<file path="src/rtl/imm_extend_unit.sv">
`default_nettype none
// imm_extend_unit: extends IN_W-bit immediates to OUT_W bits (sign/zero/shifted/upper)
// and buffers the results in a DEPTH-entry FIFO behind a valid/ready handshake. Rev 1.0
module imm_extend_unit #(
  parameter int IN_W  = 16,
  parameter int OUT_W = 32,
  parameter int SHIFT = 2,
  parameter int DEPTH = 4
) (
  input  logic                       clk,
  input  logic                       reset,
  input  logic                       flush,
  input  logic                       in_valid,
  output logic                       in_ready,
  input  logic [IN_W-1:0]            in_data,
  input  logic [1:0]                 in_mode,
  output logic                       out_valid,
  input  logic                       out_ready,
  output logic [OUT_W-1:0]           out_data,
  output logic [1:0]                 out_mode,
  output logic [$clog2(DEPTH+1)-1:0] count
);

  localparam int AW = $clog2(DEPTH);
  localparam int CW = $clog2(DEPTH + 1);
  localparam logic [CW-1:0] FULL_COUNT = CW'(DEPTH);

  logic [OUT_W-1:0] sext_w;
  logic [OUT_W-1:0] zext_w;
  logic [OUT_W-1:0] shift_w;
  logic [OUT_W-1:0] upper_w;
  logic [OUT_W-1:0] ext_w;

  logic [OUT_W-1:0] data_mem_q [DEPTH];
  logic [1:0]       mode_mem_q [DEPTH];

  logic [AW-1:0] wr_ptr_q, wr_ptr_d;
  logic [AW-1:0] rd_ptr_q, rd_ptr_d;
  logic [CW-1:0] count_q, count_d;

  logic push_w;
  logic pop_w;

  assign sext_w  = OUT_W'($signed(in_data));
  assign zext_w  = OUT_W'(in_data);
  assign shift_w = sext_w << SHIFT;
  assign upper_w = zext_w << (OUT_W - IN_W);

  always_comb begin
    ext_w = sext_w;
    case (in_mode)
      2'd0:    ext_w = sext_w;
      2'd1:    ext_w = zext_w;
      2'd2:    ext_w = shift_w;
      default: ext_w = upper_w;
    endcase
  end

  // Status flags come only from registered occupancy, so no in->out combinational path.
  assign in_ready  = (count_q != FULL_COUNT);
  assign out_valid = (count_q != '0);
  assign push_w    = in_valid & in_ready & ~flush;
  assign pop_w     = out_valid & out_ready & ~flush;

  always_comb begin
    wr_ptr_d = wr_ptr_q;
    rd_ptr_d = rd_ptr_q;
    count_d  = count_q;
    if (flush) begin
      wr_ptr_d = '0;
      rd_ptr_d = '0;
      count_d  = '0;
    end else begin
      if (push_w) wr_ptr_d = wr_ptr_q + 1'b1;
      if (pop_w)  rd_ptr_d = rd_ptr_q + 1'b1;
      case ({push_w, pop_w})
        2'b10:   count_d = count_q + 1'b1;
        2'b01:   count_d = count_q - 1'b1;
        default: count_d = count_q;
      endcase
    end
  end

  always_ff @(posedge clk or posedge reset) begin
    if (reset) begin
      wr_ptr_q <= '0;
      rd_ptr_q <= '0;
      count_q  <= '0;
    end else begin
      wr_ptr_q <= wr_ptr_d;
      rd_ptr_q <= rd_ptr_d;
      count_q  <= count_d;
    end
  end

  // Storage needs no reset: stale entries are masked by the empty check below.
  always_ff @(posedge clk) begin
    if (push_w) begin
      data_mem_q[wr_ptr_q] <= ext_w;
      mode_mem_q[wr_ptr_q] <= in_mode;
    end
  end

  assign out_data = out_valid ? data_mem_q[rd_ptr_q] : '0;
  assign out_mode = out_valid ? mode_mem_q[rd_ptr_q] : 2'd0;
  assign count    = count_q;

endmodule
`default_nettype wire

</file>
<file path="config.mk">
export PLATFORM = sky130hd
export DESIGN_NAME = imm_extend_unit
export DESIGN_NICKNAME = d
export VERILOG_FILES = /design/src/rtl/imm_extend_unit.sv
export SDC_FILE = /design/constraint.sdc
export NUM_CORES = 1
export LEC_CHECK = 0
export BUFFER_PORTS_ARGS = -buffer_cell sky130_fd_sc_hd__buf_2
export CAP_MARGIN = 20
export CELL_PAD_IN_SITES_DETAIL_PLACEMENT = 1
export CELL_PAD_IN_SITES_GLOBAL_PLACEMENT = 1
export CORE_MARGIN = 1
export CORE_UTILIZATION = 50
export CTS_CLUSTER_DIAMETER = 30
export DETAILED_ROUTE_END_ITERATION = 12
export GPL_TIMING_DRIVEN = 1
export PLACE_DENSITY_LB_ADDON = 0.1
export SLEW_MARGIN = 20
export SYNTH_ARGS = -nofsm -noshare
export SYNTH_HDL_FRONTEND = slang
export SYNTH_SLANG_ARGS = --single-unit
</file>
<file path="constraint.sdc">
create_clock -name clk -period 2.5 [get_ports clk]
set_input_delay 0.125 -clock clk [delete_from_list [all_inputs] [get_ports clk]]
set_output_delay 0.125 -clock clk [all_outputs]
set_load 0.01 [all_outputs]
</file>
### Word-level counts from Yosys, hierarchy flattened

Memory sizes are Yosys's and may differ from the RTL's.
Index checks and enable logic that the tools add are counted.

| word-level totals | value |
|---|---|
| register bits after elaboration | 7 |
| latch bits | 0 |
| bits in writable memories | 136 |
| ROM bits | 0 |
| bits of input ports | 23 |
| output and inout port bits | 39 |
| word-level logic and storage cells | 35 |
| memories kept | 2 |

| cells by class | value |
|---|---|
| add/sub/neg operators | 4 |
| multipliers | 0 |
| divide/modulo/power cells | 0 |
| $lt $le $gt $ge | 0 |
| equal/unequal tests | 5 |
| shifts and indexed selects | 0 |
| mux-type cells | 11 |
| bitwise logic cells | 5 |
| reductions and logical operators | 5 |

Memories:

| name | depth | bits a word | rd ports | clocked after memory_dff | write ports | RTL line | RTL |
|---|---|---|---|---|---|---|---|
| data_mem_q | 4 | 32 | 1 | 0 | 1 | 34 | `logic [OUT_W-1:0] data_mem_q [DEPTH];` |
| mode_mem_q | 4 | 2 | 1 | 0 | 1 | 35 | `logic [1:0] mode_mem_q [DEPTH];` |

Operators by type and width:

| cell | count |
|---|---|
| $pmux W32 S3 | 1 |
| $mux W32 | 1 |
| $mux W2 | 5 |
| $pmux W3 S2 | 1 |
| $reduce_bool A3 Y1 | 2 |
| $add A2 B1 Y2 const B | 2 |
| $and A1 B1 Y1 | 4 |
| $eq A2 B1 Y1 const B | 2 |
| $eq A2 B2 Y1 const B | 2 |
| $reduce_bool A2 Y1 | 2 |
| $add A3 B1 Y3 const B | 1 |
| $mux W3 | 1 |
| $ne A3 B3 Y1 const B | 1 |
| $sub A3 B1 Y3 const B | 1 |
| $logic_not A2 Y1 | 1 |
| $mux W1 | 2 |
| $not A1 Y1 | 1 |

### Depth between registers and ports, before layout

| depth | value |
|---|---|
| depth in word-level cells | 6 |
| depth in mapped cells | 8 |
| depth with buffers taken out | 7 |

### Worst setup path before layout

OpenSTA, ideal clock, no wires.

| path | value |
|---|---|
| kind | register -> register |
| from | register count_q[2] (netlist: count[2]) |
| to | memory data_mem_q[2][0] (enable) |
| library setup time | 394 ps |
| data arrival time | 1838 ps |
| data required time | 2106 ps |
| path slack | 268 ps |
| cell stages (with the launch flop) | 5 |
| buffers on the path | 1 |
| period minus slack after synthesis | 2232 ps |
| cells stage by stage | dfrtp_1 > buf_2 > nor3b_1 > nor3_1 > and2_1 |

| between the ends | value |
|---|---|
| word-level cells in the longest chain between the ends | 5 |

RTL lines:

| item | RTL line | RTL |
|---|---|---|
| start: declaration | 39 | `logic [CW-1:0] count_q, count_d;` |
| start signal: assignment | 92 | `count_q <= count_d;` |
| $ne A3 B3 Y1 | 60 | `assign in_ready = (count_q != FULL_COUNT);` |
| $and A1 B1 Y1 (2 in a row) | 62 | `assign push_w = in_valid & in_ready & ~flush;` |
| $mux W1 | 98 | `if (push_w) begin` |
| $mux W1 (not written as such) | 99 | `data_mem_q[wr_ptr_q] <= ext_w;` |
| end: declaration | 34 |  |

Every way passes these cells.

### Final worst setup path

| path | value |
|---|---|
| from | register rd_ptr_q[0] |
| to | output out_data[0] |

| between the ends | value |
|---|---|
| word-level cells in the longest chain between the ends | 2 |

RTL lines:

| item | RTL line | RTL |
|---|---|---|
| start: declaration | 38 | `logic [AW-1:0] rd_ptr_q, rd_ptr_d;` |
| start signal: assignment | 91 | `rd_ptr_q <= rd_ptr_d;` |
| $mem_v2 Z4 W32 | - |  |
| $mux W32 | 104 | `assign out_data = out_valid ? data_mem_q[rd_ptr_q] : '0;` |
| end: declaration | 19 | `output logic [OUT_W-1:0] out_data,` |

Every way passes these cells.

==> flow_summary_export.csv <==
group,metric,value,unit
finish,antenna-diode-count,0,
global_route,grtUsageTotal,22.6,%
power,p_per_area,879,nW/µm²
logic_synthesis,synth_top_cell_by_area,"edfxtp_1",
finish,layout-drive-gt1-share,32.7,%
critical_path,crit_slowest_cell,"mux4_1",
placement,post-place-ws,392,ps
global_route,grt_pass1_wl,20400,µm
clocking,clockBufferDepth,2,
logic_synthesis,ys_seq_elements,143,
critical_path,cp.arrival,2120,ps
sta,finalSetupTns,0,ps
finish,ff_latch_area,4260,µm²
floorplan,dieArea,12600,µm²
sta,worstMarginPinSlew,547,ps
logic_synthesis,syn-instance-count,326,
floorplan,start_util,52.2,%
clocking,htree_levels,4,
worst_hold_path,hp-class,"in2reg",
finish,nFillCells,1018,
critical_path,critPathMaxStageDelay,610,ps
clocking,ctsResizeCount,0,
detailed_routing,ant_nets,0,
sta,skew,10.9,ps
sta,finalCritPeriodShare,89.8,%
sta,slew_headroom,63.5,%
logic_synthesis,synth_top_area_share,67.1,%
finish,multi_input_area,1630,µm²
sta,fin_crit,2240,ps
clocking,cts.clk_slew.worst_paths,60,ps
logic_synthesis,avgSynthCellArea,18.7,µm²
critical_path,crit_chain,"buf_4, mux4_1, nor2b_1, buf_2",
sta,setup-violations-final,0,
logic_synthesis,synth_commonest_cells,"edfxtp_1, nor2b_1, mux4_2",
floorplan,io_pins,62,
sta,max_freq,446,MHz
sta,slew_viol_final,0,
critical_path,crit_required,2380,ps
logic_synthesis,synthMostInstantiatedCell,"edfxtp_1",
logic_synthesis,synth_edf_count,136,
finish,area_delta_synth_final,19.1,%
detailed_routing,avgViaCountPerCell,5.80,
clocking,tritoncts,"built",
placement,portBuffers,61,
global_route,grt_overflow_total,0,
flow_run,maxCapViolCount,0,
finish,fin_util,62.2,%
clocking,cts_root_buf,"clkbuf_16",
sta,rsz0062_at_grt,"false",
logic_synthesis,synthFlopType,"edfxtp_1",
power,p_total,6.37,mW
logic_synthesis,synth_area_leaders,"edfxtp_1, mux4_2, nor2b_1",
floorplan,rows,39,
logic_synthesis,synth.distinct_cells,41,
detailed_routing,drt-total-wl,12900,µm
detailed_routing,vias,3243,
floorplan,core_area,11700,µm²
clocking,cts_num_sinks,143,
finish,final_nets,431,
logic_synthesis,syn_area,6090,µm²
clocking,cts-buffers-inserted,17,
critical_path,crit_path_max_fanout,12,
floorplan,die_w,112,µm
logic_synthesis,syn-num-nets,354,
clocking,insertion_delay,420,ps
detailed_routing,drt-pass1-iter-count,8,
logic_synthesis,synth-async-reset-ratio,4.90,%
outcome,violations,"DRC",
logic_synthesis,synth_warnings,0,
global_route,grt_pass1_vias,3543,
global_route,grt_max_degree,36,
critical_path,cp-end-kind,"output pin",
sta,fin_ws,256,ps
placement,place_hpwl,8220,µm
global_route,antenna_found_initial,0,
logic_synthesis,yosysSeqAreaShare,70.0,%
placement,dpl_cell_area,6560,µm²
critical_path,path_class,"reg2out",
detailed_routing,wl_per_cell,23.1,µm
power,p_leak,2.68,nW
critical_path,start_kind,"register",
floorplan,die_y,112,µm
finish,fin_area,7250,µm²
power,irDropWorstVdd,0.000427,V
detailed_routing,drc,6,
sta,hold_violations,0,
placement,routabilityCongestion,0.757,
outcome,status,"finished with violations",
detailed_routing,drt_iter0_markers,270,
-- registers in the layout (all words and copies together) (netlist names) --
signal,cells
mode_mem_q,8
rd_ptr_q,2
count,3
wr_ptr_q,2
data_mem_q,128
-- logic make-up (layout without fill, tap and decap cells) --
family | count (synthesis) | count (layout) | synth area share, %
XOR/XNOR | 3 | 3 | 0.432
buffers and inverters | 32 | 122 | 3.35
flip-flops | 143 | 143 | 70.0
AO/OA/AOI/OAI | 45 | 45 | 5.57
AND/OR/NAND/NOR | 62 | 62 | 6.25
multiplexers | 36 | 36 | 13.3
adder cells (fa/ha/maj) | 5 | 5 | 1.15
-- power by group --
group | leakage (nW) | switching [mW] | total (mW) | internal [mW]
Clock | 0.323 | 0.925 | 2.89 | 1.96
Sequential | 1.34 | 0.0440 | 2.76 | 2.72
Combinational | 1.01 | 0.393 | 0.723 | 0.330
Total | 2.68 | 1.36 | 6.37 | 5.01
-- critical path: cells and delay by family, from the launching register on --
kind,cells,cell delay [ps]
buffers and inverters,2,460
muxes,1,610
and+or+nand+nor,1,150
DFF,1,480
-- stage by stage --
stage,hold WS (ps),instances
3_3_place_gp,78.8,525
2_1_floorplan,-71.6,326
4_1_cts,31.1,559
5_1_grt,55.4,559
6_report,42.6,559
3_5_place_dp,82.5,525
-- cell usage in the layout, fill, tap and decap left out, drive strengths merged --
master,n
and2b,6
clkbuf,20
mux2,1
mux2i,1
buf,77
a311oi,1
nor3b,2
o22ai,3
o2111ai,2
nor2,6
nand2,2
xor2,2
nand2b,2
o31ai,1
xnor2,1
o311ai,1
mux4,34
o21ai,2
dfrtp,7
a211oi,1
or2,1
edfxtp,136
a21o,15
nor2b,30
inv,10
bufinv,7
clkinv,5
clkinvlp,1
fa,1
a22o,13
nand3,4
a221oi,1
and2,6
nor3,3
ha,4
dlygate4sd3,2
a21oi,5
-- layer usage --
layer  up-vias  track usage (%)  wire, µm
li1       1453                -         -
met1      1681             30.2      5860
met2        91             36.4      6400
met3        18             4.91       445
met4         0             9.42       216
met5         -                0         0
-- area by class of cell --
class / count / area share, %
Inverter: 11 / 0.569
Timing Repair Buffer: 79 / 6.49
Clock inverter: 12 / 3.30
Multi-Input combinational cell: 151 / 22.4
Clock buffer: 20 / 6.02
Sequential cell: 143 / 58.7
Tap cell: 143 / 2.47
-- path summary, 6_finish.rpt --
check	to	depth (start not counted)	from	slack, ps
min reg2reg	wr_ptr_q[0]	2	wr_ptr_q[0]	640
max in group asynchronous	rd_ptr_q[0]	3	reset	2080
max	out_data[0]	4	rd_ptr_q[0]	260
min	mode_mem_q[3][0]	1	in_mode[0]	40
min in group asynchronous	rd_ptr_q[1]	3	reset	180
max reg2reg	data_mem_q[0][23]	4	count[0]	380
-- timing repair --
action / 4_1_cts / 5_1_grt
hold endpoints to repair: 11 / 0
setup buffers: 0 / 0
hold buffers: 2 / 0
setup endpoints to repair: 0 / 0
(Power assumes the default switching activity.)
